[src/rtl/tmr_err_manager.sv]
`default_nettype none
// +--------------------------------------------------------------------------+
// | tmr_err_manager: leaky per-replica error counters, resync scheduling,    |
// | replica retirement and sticky fatal flag beside a TMR voter bank.        |
// | Optional decay logic: TMR_ERR_MGR_DECAY_EN.                              |
// | Revision: 1.0                                                            |
// +--------------------------------------------------------------------------+
module tmr_err_manager #(
    parameter int N_ERR          = 1,
    parameter int CNT_W          = 4,
    parameter int THRESHOLD      = 4,
    parameter int DECAY_PERIOD   = 16,
    parameter int MAX_RESYNC     = 1,
    parameter int RESYNC_TIMEOUT = 64
) (
    input  logic             clk_i,
    input  logic             rst_i,
    input  logic [N_ERR-1:0] err_detected_1_i,
    input  logic [N_ERR-1:0] err_detected_2_i,
    input  logic [N_ERR-1:0] err_detected_3_i,
    input  logic [N_ERR-1:0] err_corrected_i,
    input  logic [N_ERR-1:0] err_detected_i,
    input  logic             clear_i,
    input  logic             resync_ack_i,
    output logic             resync_req_o,
    output logic [1:0]       resync_id_o,
    output logic             only_two_o,
    output logic [2:0]       excluded_o,
    output logic             fatal_o,
    output logic [1:0]       state_o
);

    localparam logic [1:0] S_NORMAL   = 2'd0;
    localparam logic [1:0] S_RESYNC   = 2'd1;
    localparam logic [1:0] S_DEGRADED = 2'd2;
    localparam logic [1:0] S_FAIL     = 2'd3;

    localparam int TMO_W = $clog2(RESYNC_TIMEOUT + 1);
    localparam int ATT_W = $clog2(MAX_RESYNC + 2);

    localparam logic [CNT_W-1:0] C_THRESHOLD  = CNT_W'(THRESHOLD);
    localparam logic [ATT_W-1:0] C_MAX_RESYNC = ATT_W'(MAX_RESYNC);
    localparam logic [TMO_W-1:0] C_TMO_LOAD   = TMO_W'(RESYNC_TIMEOUT - 1);

    logic [1:0]             state_q, state_d;
    logic                   req_q, req_d;
    logic [1:0]             id_q, id_d;
    logic                   two_q, two_d;
    logic [2:0]             excl_q, excl_d;
    logic                   fatal_q, fatal_d;
    logic [TMO_W-1:0]       tmo_q, tmo_d;
    logic [2:0][CNT_W-1:0]  cnt_q, cnt_d, cnt_upd;
    logic [2:0][ATT_W-1:0]  att_q, att_d;

    logic [2:0]             hit;
    logic                   unc;
    logic                   dec_tick;
    logic [2:0]             qual;
    logic                   any_qual;
    logic [1:0]             sel;
    logic [ATT_W-1:0]       att_nxt;
    logic                   exhausted;

    assign hit = {|err_detected_3_i, |err_detected_2_i, |err_detected_1_i} & ~excl_q;
    assign unc = |(err_detected_i & ~err_corrected_i);

`ifdef TMR_ERR_MGR_DECAY_EN
    localparam int DEC_W = $clog2(DECAY_PERIOD);
    localparam logic [DEC_W-1:0] C_DEC_LAST = DEC_W'(DECAY_PERIOD - 1);

    logic [DEC_W-1:0] dec_q;

    always_ff @(posedge clk_i or posedge rst_i) begin
        if (rst_i)                    dec_q <= '0;
        else if (dec_q == C_DEC_LAST) dec_q <= '0;
        else                          dec_q <= dec_q + DEC_W'(1);
    end

    assign dec_tick = (dec_q == C_DEC_LAST);
`else
    // No decay in this build: constant false for any legal DECAY_PERIOD.
    assign dec_tick = (DECAY_PERIOD < 0);
`endif

    always_comb begin
        cnt_upd  = cnt_q;
        qual     = '0;
        any_qual = 1'b0;
        sel      = 2'd0;
        for (int k = 0; k < 3; k++) begin
            if (excl_q[k])
                cnt_upd[k] = '0;
            else if (hit[k] && !dec_tick && cnt_q[k] != '1)
                cnt_upd[k] = cnt_q[k] + CNT_W'(1);
            else if (dec_tick && !hit[k] && cnt_q[k] != '0)
                cnt_upd[k] = cnt_q[k] - CNT_W'(1);
            qual[k] = (cnt_upd[k] >= C_THRESHOLD);
        end
        // Lowest-numbered qualifying replica is served first.
        for (int k = 2; k >= 0; k--) begin
            if (qual[k]) begin
                sel      = 2'(k);
                any_qual = 1'b1;
            end
        end
    end

    always_comb begin
        state_d   = state_q;
        req_d     = req_q;
        id_d      = id_q;
        two_d     = two_q;
        excl_d    = excl_q;
        fatal_d   = fatal_q;
        tmo_d     = tmo_q;
        cnt_d     = cnt_q;
        att_d     = att_q;
        att_nxt   = '0;
        exhausted = 1'b0;

        case (state_q)
            S_NORMAL: begin
                cnt_d = cnt_upd;
                if (unc) begin
                    state_d = S_FAIL;
                    fatal_d = 1'b1;
                end else if (any_qual) begin
                    state_d = S_RESYNC;
                    req_d   = 1'b1;
                    id_d    = sel;
                    tmo_d   = C_TMO_LOAD;
                end
            end
            S_RESYNC: begin
                if (unc) begin
                    state_d = S_FAIL;
                    fatal_d = 1'b1;
                    req_d   = 1'b0;
                end else if ((resync_ack_i && req_q) || tmo_q == '0) begin
                    // Ack or timeout both consume one attempt; a timeout always retires.
                    req_d = 1'b0;
                    for (int k = 0; k < 3; k++) begin
                        if (id_q == 2'(k)) begin
                            att_nxt   = att_q[k] + ATT_W'(1);
                            att_d[k]  = att_nxt;
                            cnt_d[k]  = '0;
                            exhausted = !resync_ack_i || (att_nxt > C_MAX_RESYNC);
                            excl_d[k] = excl_q[k] | exhausted;
                        end
                    end
                    if (exhausted) begin
                        state_d = S_DEGRADED;
                        two_d   = 1'b1;
                    end else begin
                        state_d = S_NORMAL;
                    end
                end else begin
                    tmo_d = tmo_q - TMO_W'(1);
                end
            end
            S_DEGRADED: begin
                cnt_d = cnt_upd;
                if (|err_detected_i) begin
                    state_d = S_FAIL;
                    fatal_d = 1'b1;
                end
            end
            default: begin
                req_d   = 1'b0;
                fatal_d = 1'b1;
            end
        endcase

        if (clear_i) begin
            state_d = S_NORMAL;
            req_d   = 1'b0;
            id_d    = 2'd0;
            two_d   = 1'b0;
            excl_d  = '0;
            fatal_d = 1'b0;
            tmo_d   = '0;
            cnt_d   = '0;
            att_d   = '0;
        end
    end

    always_ff @(posedge clk_i or posedge rst_i) begin
        if (rst_i) begin
            state_q <= S_NORMAL;
            req_q   <= 1'b0;
            id_q    <= 2'd0;
            two_q   <= 1'b0;
            excl_q  <= '0;
            fatal_q <= 1'b0;
            tmo_q   <= '0;
            cnt_q   <= '0;
            att_q   <= '0;
        end else begin
            state_q <= state_d;
            req_q   <= req_d;
            id_q    <= id_d;
            two_q   <= two_d;
            excl_q  <= excl_d;
            fatal_q <= fatal_d;
            tmo_q   <= tmo_d;
            cnt_q   <= cnt_d;
            att_q   <= att_d;
        end
    end

    assign resync_req_o = req_q;
    assign resync_id_o  = id_q;
    assign only_two_o   = two_q;
    assign excluded_o   = excl_q;
    assign fatal_o      = fatal_q;
    assign state_o      = state_q;

endmodule
`default_nettype wire

[config.mk]
export PLATFORM = sky130hd
export DESIGN_NAME = tmr_err_manager
export DESIGN_NICKNAME = d
export VERILOG_FILES = /design/src/rtl/tmr_err_manager.sv
export SDC_FILE = /design/constraint.sdc
export NUM_CORES = 1
export LEC_CHECK = 0
export ABC_CLOCK_PERIOD_IN_PS = 2300
export BUFFER_PORTS_ARGS = -buffer_cell sky130_fd_sc_hd__buf_4
export CORE_MARGIN = 2
export CORE_UTILIZATION = 40
export CTS_CLUSTER_SIZE = 10
export DETAILED_ROUTE_END_ITERATION = 6
export SLEW_MARGIN = 15
export SYNTH_ARGS = -nofsm -noshare
export SYNTH_HDL_FRONTEND = slang
export SYNTH_SLANG_ARGS = --single-unit
[constraint.sdc]
create_clock -name clk_i -period 2.3 [get_ports clk_i]
set_input_delay 0.46 -clock clk_i [delete_from_list [all_inputs] [get_ports clk_i]]
set_output_delay 0.46 -clock clk_i [all_outputs]
set_load 0.02 [all_outputs]
# Word-level counts from Yosys, hierarchy flattened
# Index checks and enable logic that the tools add are counted.
[totals] out_inout_bits=10 inputBits=9 regBits=35 elab_cells=165
[op_classes] reduce_logical=37 n_bitwise=7 n_addsub=7 muxes=72 magnitude_cmp=6 n_eq_ne=21
[ops] cell="12-bit two-way mux" n=3
[ops] cell="4-bit two-way mux" n=9
[ops] cell="4-bit AND reduction" n=9
[ops] cell="7-bit two-way mux" n=5
[ops] cell="2-bit two-way mux" n=17
[ops] cell="3-bit != test (second input constant)" n=9
[ops] cell="1-bit two-way mux" n=25
[ops] cell="6-bit two-way mux" n=4
[ops] cell="12-bit case mux with 2 select lines" n=1
[ops] cell="4-bit != test (second input constant)" n=5
[ops] cell="2-bit nonzero test" n=8
[ops] cell="7-bit case mux with 2 select lines" n=1
[ops] cell="4-bit by 1-bit adder with 4-bit output (second input constant)" n=3
[ops] cell="4-bit by 3-bit greater-or-equal comparator with 1-bit output (second input constant)" n=3
[ops] cell="3-bit two-way mux" n=4
[ops] cell="7-bit zero test" n=1
[ops] cell="7-bit by 1-bit subtractor with 7-bit output (second input constant)" n=1
[ops] cell="2-bit by 1-bit adder with 2-bit output (second input constant)" n=3
[ops] cell="2-bit by 1-bit > comparator with 1-bit output (second input constant)" n=3
[ops] cell="2-bit case mux with 3 select lines" n=1
[ops] cell="3-bit nonzero test" n=2
[ops] cell="5-bit AND reduction" n=1
[ops] cell="2-bit by 1-bit == test with 1-bit output (second input constant)" n=2
[ops] cell="2-bit == test (second input constant)" n=2
[ops] cell="17 further kinds" n=28

# Logic depth before layout (Yosys ltp)
# Gate-level depths: netlist (run 1).
[depth] word_depth=14 depth_mapped=8 mapped_depth_nobuf=7

# Least setup slack after synthesis (run 1)
# OpenSTA, ideal clock, no wires.
[synth_timing] path_type="reg-to-reg" start="register state_q[0], in the netlist state_o[0]" end="register state_q[1], in the netlist state_o[1]" synth_period_minus_slack_ns=2.301 required_time_ns=2.221 setup_ns=0.079 arrival_ns=2.222 stages_incl_launch_ff=9 n_path_buf=2 path_slack_ns=-0.001 cell_sequence="dfrtp_1 inv_1 ha_1 clkbuf_1 nand2b_1 or4b_2 clkbuf_1 o22ai_1 mux2i_1"
[synth_between] elab_chain_len=3 word_cells_on_any_way=10 cone_classes="eq/ne: 5; mux: 2; reduce/logical: 3"
[synth_rtl] element="from (decl)" line_no="45" rtl="logic [1:0] state_q, state_d;"
[synth_rtl] element="from (signal assigned)" line_no="199" rtl="state_q <= state_d;"
[synth_rtl] element="2-bit by 1-bit == test with 1-bit output, or another cell as far along" line_no="121" rtl="case (state_q)"
[synth_rtl] element="4-bit != test (no source line), or another cell as far along"
[synth_rtl] element="4-bit AND reduction (no source line) / 2-bit two-way mux (equally long branches)"
# Parallel ways exist; a longest one is shown, timed or not.
# A chain may end at the register's enable or synchronous reset.

# Worst setup path in the final report (run 1)
[layout_timing] start="register tmo_q[2]" end="register cnt_q[11] in the netlist's numbering"
[layout_between] elab_chain_len=4
[layout_rtl] element="from (decl)" line_no="51" rtl="logic [TMO_W-1:0] tmo_q, tmo_d;"
[layout_rtl] element="from (signal assigned)" line_no="205" rtl="tmo_q <= tmo_d;"
[layout_rtl] element="7-bit zero test" line_no="139" rtl="end else if ((resync_ack_i && req_q) || tmo_q == '0) begin"
[layout_rtl] element="1-bit logical OR" line_no="139"
[layout_rtl] element="3-bit != test (no source line)"
[layout_rtl] element="4-bit AND reduction (no source line)"
[layout_rtl] element="to (signal assigned)" line_no="206" rtl="cnt_q <= cnt_d;"
[layout_rtl] element="to (decl)" line_no="52" rtl="logic [2:0][CNT_W-1:0] cnt_q, cnt_d, cnt_upd;"
# Every way passes these cells.

==> reports/qor.csv, run 1 <==
stage;metric;value;unit
sta;RSZ-0062 raised after global routing;false;
synth;sequential element share of the synthesized area;0.3891;
grt;largest net degree at the start of global routing;36;
sta;skew final;0.005951;ns
layout;most common cell after layout, fill and taps aside;buf_4;
outcome;status;complete, no violations;
sta;Rel. slew slack;0.6677;
layout;nets;317;
sta;Worst Max-Slew Pin Slew;0.4967;ns
power;sw power;1109;uW
sta;fin crit share;0.9396;
synth;average cell area after synthesis;8.691;sq um
sta;Hold Fails Final Rpt;0;
setup_path;type of origin of the critical path;flop;
setup_path;Critical Path RT;2.52;ns
setup_path;worst path arrival time;2.38;ns
cts;Clock Latency Late Sink;0.29;ns
floorplan;num ports;19;
layout;layout cells sized above 1;0.1993;
place;GP Congestion;0.7830;
routing;vias;2097;
floorplan;FP Rows;27;
layout;# diodes;0;
synth;number of synthesized register bits;35;
routing;Detailed Route WL;5574;um
synth;Cell variety after synth;53;
cts;Num CTS Buffers;5;
worst_hold_path;Hold Path Class;in2async;
floorplan;die width;79.02;um
sta;min cycle time layout;2.161;ns
cts;clk slew on worst S/H paths;0.08;ns
cts;CTS tree;yes;
synth;top_reg_cell synth;dfrtp_1;
grt;initial antenna violation count;0;
routing;Routed Antenna Nets;0;
floorplan;Die H;79.02;um
run;maxcap violations;0;
floorplan;core area;5473;sq um
setup_path;R2R depth;5;
grt;vias in the first global route;2167;
grt;GR Util All Layers;0.1963;
routing;DRC;0;
floorplan;starting density of the core;0.4113;
power;Internal;1622;uW
setup_path;kind of critical path;reg2reg;
cts;CTS Root Cell;clkbuf_8;
sta;number of setup violations in the final report;0;
power;Max VDD drop;371.0;uV
synth;Mapped Nets;276;
setup_path;Worst R2R Setup Slack;0.14;ns
floorplan;Die ar.;6243;sq um
setup_path;crit-path max FO;13;
place;hpwl dp;3948;um
synth;Gate Count Post-Synth;259;
power;clock power share;0.185;
routing;first drt pass iteration count;4;
sta;Peak Freq;462.7;MHz
synth;mapped cell area;2251;sq um
routing;via density per instance;5.622;
grt;first-pass GRT wire length;9749;um
synth;Post-synth EDFFs;0;
routing;Routed wire per std cell;14.94;um
sta;Setup TNS Final;0;ns
synth;Ys Warns;0;
layout;Final Cell Area;2769;sq um
cts;# H-tree levels;2;
power;Pwr Density;986.1;nW/um^2
layout;layout filler cell count;542;
power;static leakage;0.001209;uW
power;combinational power share;0.504;
setup_path;Worst setup EP type;flop;
cts;Max clock buf depth;2;
cts;clock net sink count;35;
layout;synthesis-to-layout area growth;23.01;%
grt;total overflow reported by the global router;0;
sta;fin. max-slew vios;0;
place;DP Area;2630;sq um
place;# port buffers;18;
synth;FFs w/ async S/R, synth;1.000;
routing;1st-iter DRT viols;173;
layout;most frequent cells in the layout;buf_4 (43), dfrtp_1 (35), nor2_1 (31);
cts;Hold-fix buffers, CTS;0;
setup_path;R2R Path Start;tmo_q[2]$_DFFE_PP0P_;
power;sequential cell fraction of total power;0.311;
setup_path;reg2reg end;cnt_q[11]$_DFFE_PP0P_;
power;sw frac;0.4060;
## cell type report
cell class | instances | area, sq um | area share
Inverter | 16 | 60.06 | 0.02169
Clock buffer | 8 | 100.1 | 0.03615
Tap cell | 72 | 90.09 | 0.03253
Multi-Input combinational cell | 199 | 1320 | 0.4767
Timing Repair Buffer | 43 | 322.8 | 0.1166
Sequential cell | 35 | 875.8 | 0.3163
## worst max-delay path, stage by stage (launching register included)
cell and delay, ns:
dfrtp_1 0.39, or4_4 0.56, o21a_4 0.30, o21a_1 0.26, or4_1 0.50, o21ai_0 0.08
## worst max-delay path by stage
stage,cells past startpoint,endpoint,start
2_1_floorplan,7,state_o[1]$_DFFE_PP0P_,cnt_q[8]$_DFFE_PP0P_
3_3_place_gp,7,resync_req_o$_DFFE_PP0P_,cnt_q[5]$_DFFE_PP0P_
3_5_place_dp,7,resync_req_o$_DFFE_PP0P_,cnt_q[5]$_DFFE_PP0P_
4_1_cts,7,tmo_q[3]$_DFFE_PP0P_,cnt_q[1]$_DFFE_PP0P_
5_1_grt,7,tmo_q[3]$_DFFE_PP0P_,cnt_q[1]$_DFFE_PP0P_
6_report,5,cnt_q[11]$_DFFE_PP0P_,tmo_q[2]$_DFFE_PP0P_
## logic make-up (layout without fill, tap and decap cells)
kind of cell	count (synthesis)	in the layout	share of synthesized area
fa+ha+maj	8	8	0.04447
compound gates	83	83	0.2540
simple gates	96	96	0.2224
flops	35	35	0.3891
buf+inv	25	67	0.04169
mux	3	3	0.01334
xor+xnor	9	9	0.03502
## sequential cells by signal, summed over array words and instances, names as in the netlist
register	count
excluded_o	3
tmo_q	7
fatal_o	1
state_o	2
cnt_q	12
only_two_o	1
resync_id_o	2
att_q	6
resync_req_o	1
## synthesized netlist by cell type (2+ instances only)
cell type | count | area, sq um
o21ai_1 | 2 | 10.01
nand2b_1 | 7 | 43.79
nor4_1 | 2 | 12.51
nand3b_1 | 2 | 15.01
nand2_1 | 16 | 60.06
mux2i_1 | 3 | 30.03
a31oi_1 | 8 | 50.05
nor3b_1 | 2 | 15.01
o21a_1 | 3 | 22.52
or3_1 | 3 | 18.77
and2_1 | 3 | 18.77
nand3_1 | 8 | 40.04
nor2_1 | 31 | 116.4
a311oi_1 | 4 | 35.03
a21oi_1 | 18 | 90.09
a211oi_1 | 4 | 30.03
nand4b_1 | 2 | 17.52
nor4b_1 | 2 | 17.52
a21o_1 | 3 | 22.52
o22ai_1 | 4 | 25.02
o21ai_0 | 12 | 60.06
inv_1 | 16 | 60.06
and3_1 | 2 | 12.51
o31ai_1 | 2 | 15.01
nor3_1 | 4 | 20.02
a31o_2 | 3 | 26.28
a2bb2oi_1 | 2 | 17.52
xnor2_1 | 9 | 78.83
o41ai_1 | 4 | 35.03
nor2b_1 | 6 | 37.54
a41o_1 | 2 | 20.02
dfrtp_1 | 35 | 875.8
clkbuf_1 | 8 | 30.03
ha_1 | 8 | 100.1
## power groups by stage
stage | logic [uW] | clock network, uW | registers (uW)
after floorplan | 848 | 0 | 891
after global placement | 1350 | 0 | 853
after detailed placement | 1350 | 0 | 860
after CTS | 1360 | 517 | 847
after global routing | 1530 | 541 | 868
final | 1380 | 506 | 848
## stage by stage
stage                     std cells    util  hold slack [ns]  total power [uW]  setup WS [ns]
after floorplan                 259       -           0.4778              1739        0.02728
after global placement          365  0.4806           0.5017              2200       -0.07162
after detailed placement        365  0.4806           0.5063              2206       -0.03870
after CTS                       373  0.5011           0.3024              2728       0.005415
after global routing            373  0.5059           0.3475              2942       0.004201
final                           373  0.5059           0.2829              2730         0.1389
## timing repair
action                                  CTS  global route
cloned                                    0             0
setup buffers                             0             0
resized for setup                         2             4
endpoints found under the setup margin    2             8
## layer usage
| layer | global-route usage | routed length, um | share of wire | vias up |
|---|---|---|---|---|
| li1 | - | - | - | 1037 |
| met1 | 0.2542 | 2678 | 0.48 | 1002 |
| met2 | 0.3203 | 2533 | 0.45 | 51 |
| met3 | 0.03864 | 272 | 0.049 | 7 |
| met4 | 0.08276 | 89 | 0.016 | 0 |
| met5 | 0 | 0 | 0 | - |
(Power assumes the default switching activity.)
==> run 2: changes to the inputs <==
--- a/config.mk
+++ b/config.mk
@@ -11,6 +11,7 @@
 export CORE_UTILIZATION = 40
 export CTS_CLUSTER_SIZE = 10
 export DETAILED_ROUTE_END_ITERATION = 6
+export REMOVE_ABC_BUFFERS = 1
 export SLEW_MARGIN = 15
 export SYNTH_ARGS = -nofsm -noshare
 export SYNTH_HDL_FRONTEND = slang
==> run 2 against run 1 <==
Effect of this change: first-iteration DRC count stayed put; sequential cell count stayed put; fmax is 0.45% higher; largest power group unchanged; critical path type unchanged.
==> reports/qor.csv, run 2 (same netlist as run 1, synthesis figures left out) <==
stage;metric;value;unit;change
outcome;status;complete, no violations;;
layout;Non-Filler Instances;374;;+0.27%
place;# port buffers;18;;unchanged
routing;1st-iter DRT viols;173;;unchanged
cts;Num CTS Buffers;5;;unchanged
floorplan;num ports;19;;unchanged
layout;biggest regs;cnt_q x12, tmo_q x7, att_q x6;;
floorplan;FP Rows;27;;unchanged
grt;vias in the first global route;2054;;-5.2%
setup_path;Critical Path RT;2.52;ns;about the same
cts;Clock Latency Late Sink;0.29;ns;about the same
power;Max VDD drop;419.1;uV;+13%
cts;CTS Root Cell;clkbuf_8;;
routing;Detailed Route WL;5399;um;-3.1%
power;Overall Power;2676;uW;-2.0%
cts;Setup Buffers After CTS;0;;unchanged
routing;via density per instance;5.521;;-1.8%
cts;clock net sink count;35;;unchanged
cts;CTS tree;yes;;
cts;# H-tree levels;2;;unchanged
sta;fin crit share;0.9354;;-0.004190
routing;DRC;0;;unchanged
setup_path;R2R depth;7;;+2
sta;min cycle time layout;2.151;ns;-0.009638 ns
sta;Worst Max-Slew Pin Slew;0.4953;ns;-0.001425 ns
cts;Hold-fix buffers, CTS;0;;unchanged
setup_path;type of origin of the critical path;flop;;
sta;fin. max-slew vios;0;;unchanged
layout;most frequent cells in the layout;buf_4 (43), dfrtp_1 (35), nor2_1 (30);;
layout;# diodes;0;;unchanged
place;DP Area;2650;sq um;+0.76%
power;Pwr Density;964.3;nW/um^2;-2.2%
run;maxcap violations;0;;unchanged
grt;first-pass GRT wire length;9798;um;+0.50%
grt;initial antenna violation count;0;;unchanged
routing;vias;2065;;-1.5%
layout;nets;318;;+0.32%
cts;Max clock buf depth;2;;unchanged
sta;Setup TNS Final;0;ns;unchanged
setup_path;Worst setup EP type;flop;;
floorplan;starting density of the core;0.4113;;unchanged
layout;Largest register FFs;12;;unchanged
worst_hold_path;Hold Path Class;in2async;;
layout;Final Cell Area;2775;sq um;+0.23%
power;static leakage;0.001210;uW;about the same
layout;Top reg by flops;cnt_q;;
sta;RSZ-0062 raised after global routing;false;;
setup_path;worst path arrival time;2.37;ns;about the same
sta;Peak Freq;464.8;MHz;+0.45%
cts;clk slew on worst S/H paths;0.08;ns;about the same
routing;Routed wire per std cell;14.44;um;-3.4%
grt;GR Util All Layers;0.1958;;-0.0004791
routing;first drt pass iteration count;4;;unchanged
floorplan;core area;5473;sq um;unchanged
setup_path;kind of critical path;reg2reg;;
setup_path;R2R Path Start;cnt_q[0]$_DFFE_PP0P_;;
place;GP Congestion;0.8277;;+5.7%
sta;number of setup violations in the final report;0;;unchanged
setup_path;crit-path max FO;4;;-9
grt;largest net degree at the start of global routing;36;;unchanged
setup_path;Worst R2R Setup Slack;0.15;ns;about the same
routing;Routed Antenna Nets;0;;unchanged
sta;Rel. slew slack;0.6686;;+0.0009540
floorplan;Die H;79.02;um;unchanged
sta;skew final;0.009562;ns;+0.003611 ns
grt;total overflow reported by the global router;0;;unchanged
place;hpwl dp;3910;um;-0.96%
floorplan;Die ar.;6243;sq um;unchanged
layout;layout cells sized above 1;0.2119;;+0.01258
place;total placed cells including tap cells;366;;+0.27%
layout;synthesis-to-layout area growth;23.29;%;
sta;Hold Fails Final Rpt;0;;unchanged
setup_path;reg2reg end;resync_req_o$_DFFE_PP0P_;;
floorplan;die width;79.02;um;unchanged
layout;most common cell after layout, fill and taps aside;buf_4;;
run 2: changes by cell type in the layout (fill, tap and decap cells not counted), sizes merged:
cell | previous run | this run
clkbuf | 8 | 6
buf | 43 | 44
clkinv | 0 | 1
clkinvlp | 0 | 1
run 2: worst max-delay path by stage:
stage,start,end,slack [ns]
2_1_floorplan,cnt_q[8]$_DFFE_PP0P_,state_o[1]$_DFFE_PP0P_,0.08
3_3_place_gp,cnt_q[4]$_DFFE_PP0P_,tmo_q[3]$_DFFE_PP0P_,0.03
3_5_place_dp,cnt_q[0]$_DFFE_PP0P_,tmo_q[3]$_DFFE_PP0P_,-0.04
4_1_cts,cnt_q[4]$_DFFE_PP0P_,tmo_q[2]$_DFFE_PP0P_,0.03
5_1_grt,cnt_q[0]$_DFFE_PP0P_,resync_req_o$_DFFE_PP0P_,0.03
6_report,cnt_q[0]$_DFFE_PP0P_,resync_req_o$_DFFE_PP0P_,0.15
run 2: worst max-delay path, cell delays in order (launching register included):
cell	delay (ns)
dfrtp_1	0.41
ha_1	0.25
and2_1	0.17
a311oi_2	0.41
nor3_1	0.14
a2111oi_0	0.44
buf_4	0.18
o21a_1	0.10
run 2: timing repair:
action | 4_1_cts | 5_1_grt
endpoints found under the hold margin | 0 | 0
gates resized for setup | 3 | 5
setup endpoints to repair | 1 | 7
pin swaps | 0 | 0
run 2: cell type report:
type / instances / area [sq um]
clock buffers: 6 / 72.57
clock inverters: 2 / 12.51
fillers: 556 / 2698
inverters: 16 / 60.06
multi-input cells: 199 / 1321
flip-flops and latches: 35 / 875.8
well taps: 72 / 90.09
repair buffers: 44 / 342.8
run 2: per-stage QoR:
step	setup slack (ns)	hold slack, ns	util
after global placement	0.02771	0.4845	0.4842
after detailed placement	-0.04272	0.4883	0.4842
after CTS	0.03339	0.2966	0.5030
final	0.1486	0.2807	0.5071
after global routing	0.03452	0.3216	0.5071
after floorplan	0.07861	0.4778	-
run 2: layer usage:
layer | GRT usage | wire [um] | vias to the layer above
li1 | - | - | 1036
met1 | 0.2886 | 2747 | 982
met2 | 0.2881 | 2431 | 45
met3 | 0.03523 | 186 | 2
met4 | 0.06724 | 34 | 0
met5 | 0 | 0 | -
run 2: power by group:
group | switching, uW | internal, uW | total, uW
combinational | 759 | 625 | 1380
clock | 227 | 212 | 439
sequential | 119 | 734 | 853
total | 1110 | 1570 | 2680
==> run 3: changes to the inputs <==
--- a/config.mk
+++ b/config.mk
@@ -7,6 +7,7 @@
 export LEC_CHECK = 0
 export ABC_CLOCK_PERIOD_IN_PS = 2300
 export BUFFER_PORTS_ARGS = -buffer_cell sky130_fd_sc_hd__buf_4
+export CORE_ASPECT_RATIO = 1.1
 export CORE_MARGIN = 2
 export CORE_UTILIZATION = 40
 export CTS_CLUSTER_SIZE = 10
==> run 3 against run 2 <==
Effect of this change: cell area is 0.27% lower; die area hardly changed; final cell count is 1.3% higher; via count hardly changed; clock skew is 0.0036 ns lower; largest cell class unchanged; fmax is 1.1% lower; sequential share of layout area is 0.086 points higher; clock-buffer cell count is 1 higher; total power is 0.11% lower; critical path type unchanged.
==> reports/qor.csv, run 3 (same netlist as run 1, synthesis figures left out) <==
stage;metric;value;unit;change
outcome;status;complete, no violations;;
sta;skew final;0.005957;ns;-0.003606 ns
sta;RSZ-0062 raised after global routing;false;;
sta;Worst Max-Slew Pin Slew;0.5040;ns;+0.008700 ns
cts;CTS Root Cell;clkbuf_8;;
setup_path;Worst setup EP type;flop;;
layout;final core utilization;0.5130;;+0.005900
sta;post-route setup slack;0.1243;ns;-0.02427 ns
layout;biggest regs;cnt_q x12, tmo_q x7, att_q x6;;
grt;total overflow reported by the global router;0;;unchanged
layout;Final Cell Area;2768;sq um;-0.27%
grt;GR Util All Layers;0.1995;;+0.003706
layout;# diodes;0;;unchanged
floorplan;starting density of the core;0.4172;;+0.005914
floorplan;core area;5395;sq um;-1.4%
sta;fin. max-slew vios;0;;unchanged
sta;final hold slack;0.2836;ns;+0.002885 ns
power;Pwr Density;965.9;nW/um^2;+0.16%
grt;first-pass GRT wire length;9597;um;-2.1%
place;hpwl dp;3942;um;+0.80%
cts;Setup Buffers After CTS;0;;unchanged
setup_path;Critical Path RT;2.44;ns;-0.08 ns
routing;1st-iter DRT viols;198;;+14%
grt;vias in the first global route;2020;;-1.7%
place;DP Area;2656;sq um;+0.24%
place;# port buffers;18;;unchanged
layout;layout filler cell count;529;;-4.9%
setup_path;kind of critical path;reg2reg;;
sta;Setup TNS Final;0;ns;unchanged
sta;Rel. slew slack;0.6633;;-0.005272
sta;number of setup violations in the final report;0;;unchanged
power;Max VDD drop;438.0;uV;+4.5%
routing;vias;2067;;+0.097%
setup_path;type of origin of the critical path;flop;;
floorplan;num ports;19;;unchanged
setup_path;Worst R2R Setup Slack;0.12;ns;-0.02 ns
layout;layout cells sized above 1;0.2072;;-0.004684
cts;Clock Latency Late Sink;0.28;ns;about the same
layout;most frequent cells in the layout;buf_4 (46), dfrtp_1 (35), nor2_1 (31);;
floorplan;Die ar.;6244;sq um;about the same
worst_hold_path;Hold Path Class;in2async;;
layout;nets;320;;+0.63%
setup_path;worst path arrival time;2.32;ns;-0.05 ns
grt;largest net degree at the start of global routing;36;;unchanged
cts;clock net sink count;35;;unchanged
cts;# H-tree levels;2;;unchanged
layout;multi-input logic area;1311;sq um;-0.76%
floorplan;Die H;82.68;um;+4.6%
sta;fin crit share;0.9460;;+0.01055
run;maxcap violations;0;;unchanged
place;pre-CTS setup slack;-0.03535;ns;+0.007376 ns
cts;Hold-fix buffers, CTS;0;;unchanged
sta;Hold Fails Final Rpt;0;;unchanged
power;static leakage;0.001211;uW;about the same
sta;min cycle time layout;2.176;ns;+0.02427 ns
cts;CTS tree;yes;;
routing;Detailed Route WL;5470;um;+1.3%
layout;Top reg by flops;cnt_q;;
layout;most common cell after layout, fill and taps aside;buf_4;;
layout;Largest register FFs;12;;unchanged
layout;Register Area;875.8;sq um;unchanged
cts;Max clock buf depth;2;;unchanged
sta;Peak Freq;459.6;MHz;-1.1%
routing;DRC;0;;unchanged
floorplan;FP Rows;28;;+3.7%
routing;first drt pass iteration count;5;;+1
grt;initial antenna violation count;0;;unchanged
layout;synthesis-to-layout area growth;22.96;%;
cts;Num CTS Buffers;5;;unchanged
place;GP Congestion;0.8005;;-3.3%
routing;Routed wire per std cell;14.43;um;about the same
cts;clk slew on worst S/H paths;0.08;ns;about the same
routing;via density per instance;5.454;;-1.2%
floorplan;die width;75.53;um;-4.4%
routing;Routed Antenna Nets;0;;unchanged
setup_path;crit-path max FO;5;;+1
[run 3: cell count changes in the layout (fill, tap and decap cells not counted), sizes merged]
cell	previous run	this run
buf	44	46
clkbuf	6	7
clkinvlp	1	0
[run 3: path summary, 6_finish.rpt]
path                                      start                   endpoint  cells past startpoint
min reg2reg                 fatal_o$_DFFE_PP0P_        fatal_o$_DFFE_PP0P_                      2
max                        cnt_q[0]$_DFFE_PP0P_       tmo_q[3]$_DFFE_PP0P_                      8
min                                       rst_i       att_q[5]$_DFFE_PP0P_                      3
max reg2reg                cnt_q[0]$_DFFE_PP0P_       tmo_q[3]$_DFFE_PP0P_                      8
min in group clk_i          fatal_o$_DFFE_PP0P_        fatal_o$_DFFE_PP0P_                      2
max in group asynchronous                 rst_i  excluded_o[0]$_DFFE_PP0P_                      3
[run 3: critical path, cell delays in order, from the launching register on]
cell and delay [ns]:
dfrtp_1 0.41, ha_2 0.23, and2_1 0.17, a311oi_2 0.41, buf_4 0.18, nor4b_1 0.04, buf_4 0.14, nor2_1 0.30
a311oi_1 0.14
[run 3: final cells by class]
cell class	instances	area share
clock buffer	7	0.02758
clock inverter	1	0.001808
inverter	16	0.02170
multi-input combinational	199	0.4738
sequential	35	0.3165
tap	75	0.03391
timing repair buffer	46	0.1248
[run 3: report_power, final]
| group | leakage [uW] | internal, uW | total, uW | switching, uW |
|---|---|---|---|---|
| clock network | 0.0000422 | 213 | 433 | 220 |
| registers | 0.000471 | 734 | 848 | 114 |
| logic | 0.000698 | 632 | 1390 | 760 |
[run 3: stage by stage]
step                      instances  power [uW]
final                           379        2673
after global routing            379        2898
after CTS                       379        2671
after detailed placement        371        2225
after global placement          371        2213
after floorplan                 250        1716
[run 3: routing by layer]
layer	vias up	track usage	routed length, um
met5	-	0	0
met4	0	0.05263	49
met3	4	0.04126	208
met2	38	0.3078	2523
met1	982	0.2833	2688
li1	1043	-	-
[run 3: repair_timing]
| item | in CTS | in global routing |
|---|---|---|
| resized for setup | 2 | 4 |
| hold endpoints to repair | 0 | 0 |
| pin swaps | 0 | 1 |
| endpoints found under the setup margin | 6 | 9 |
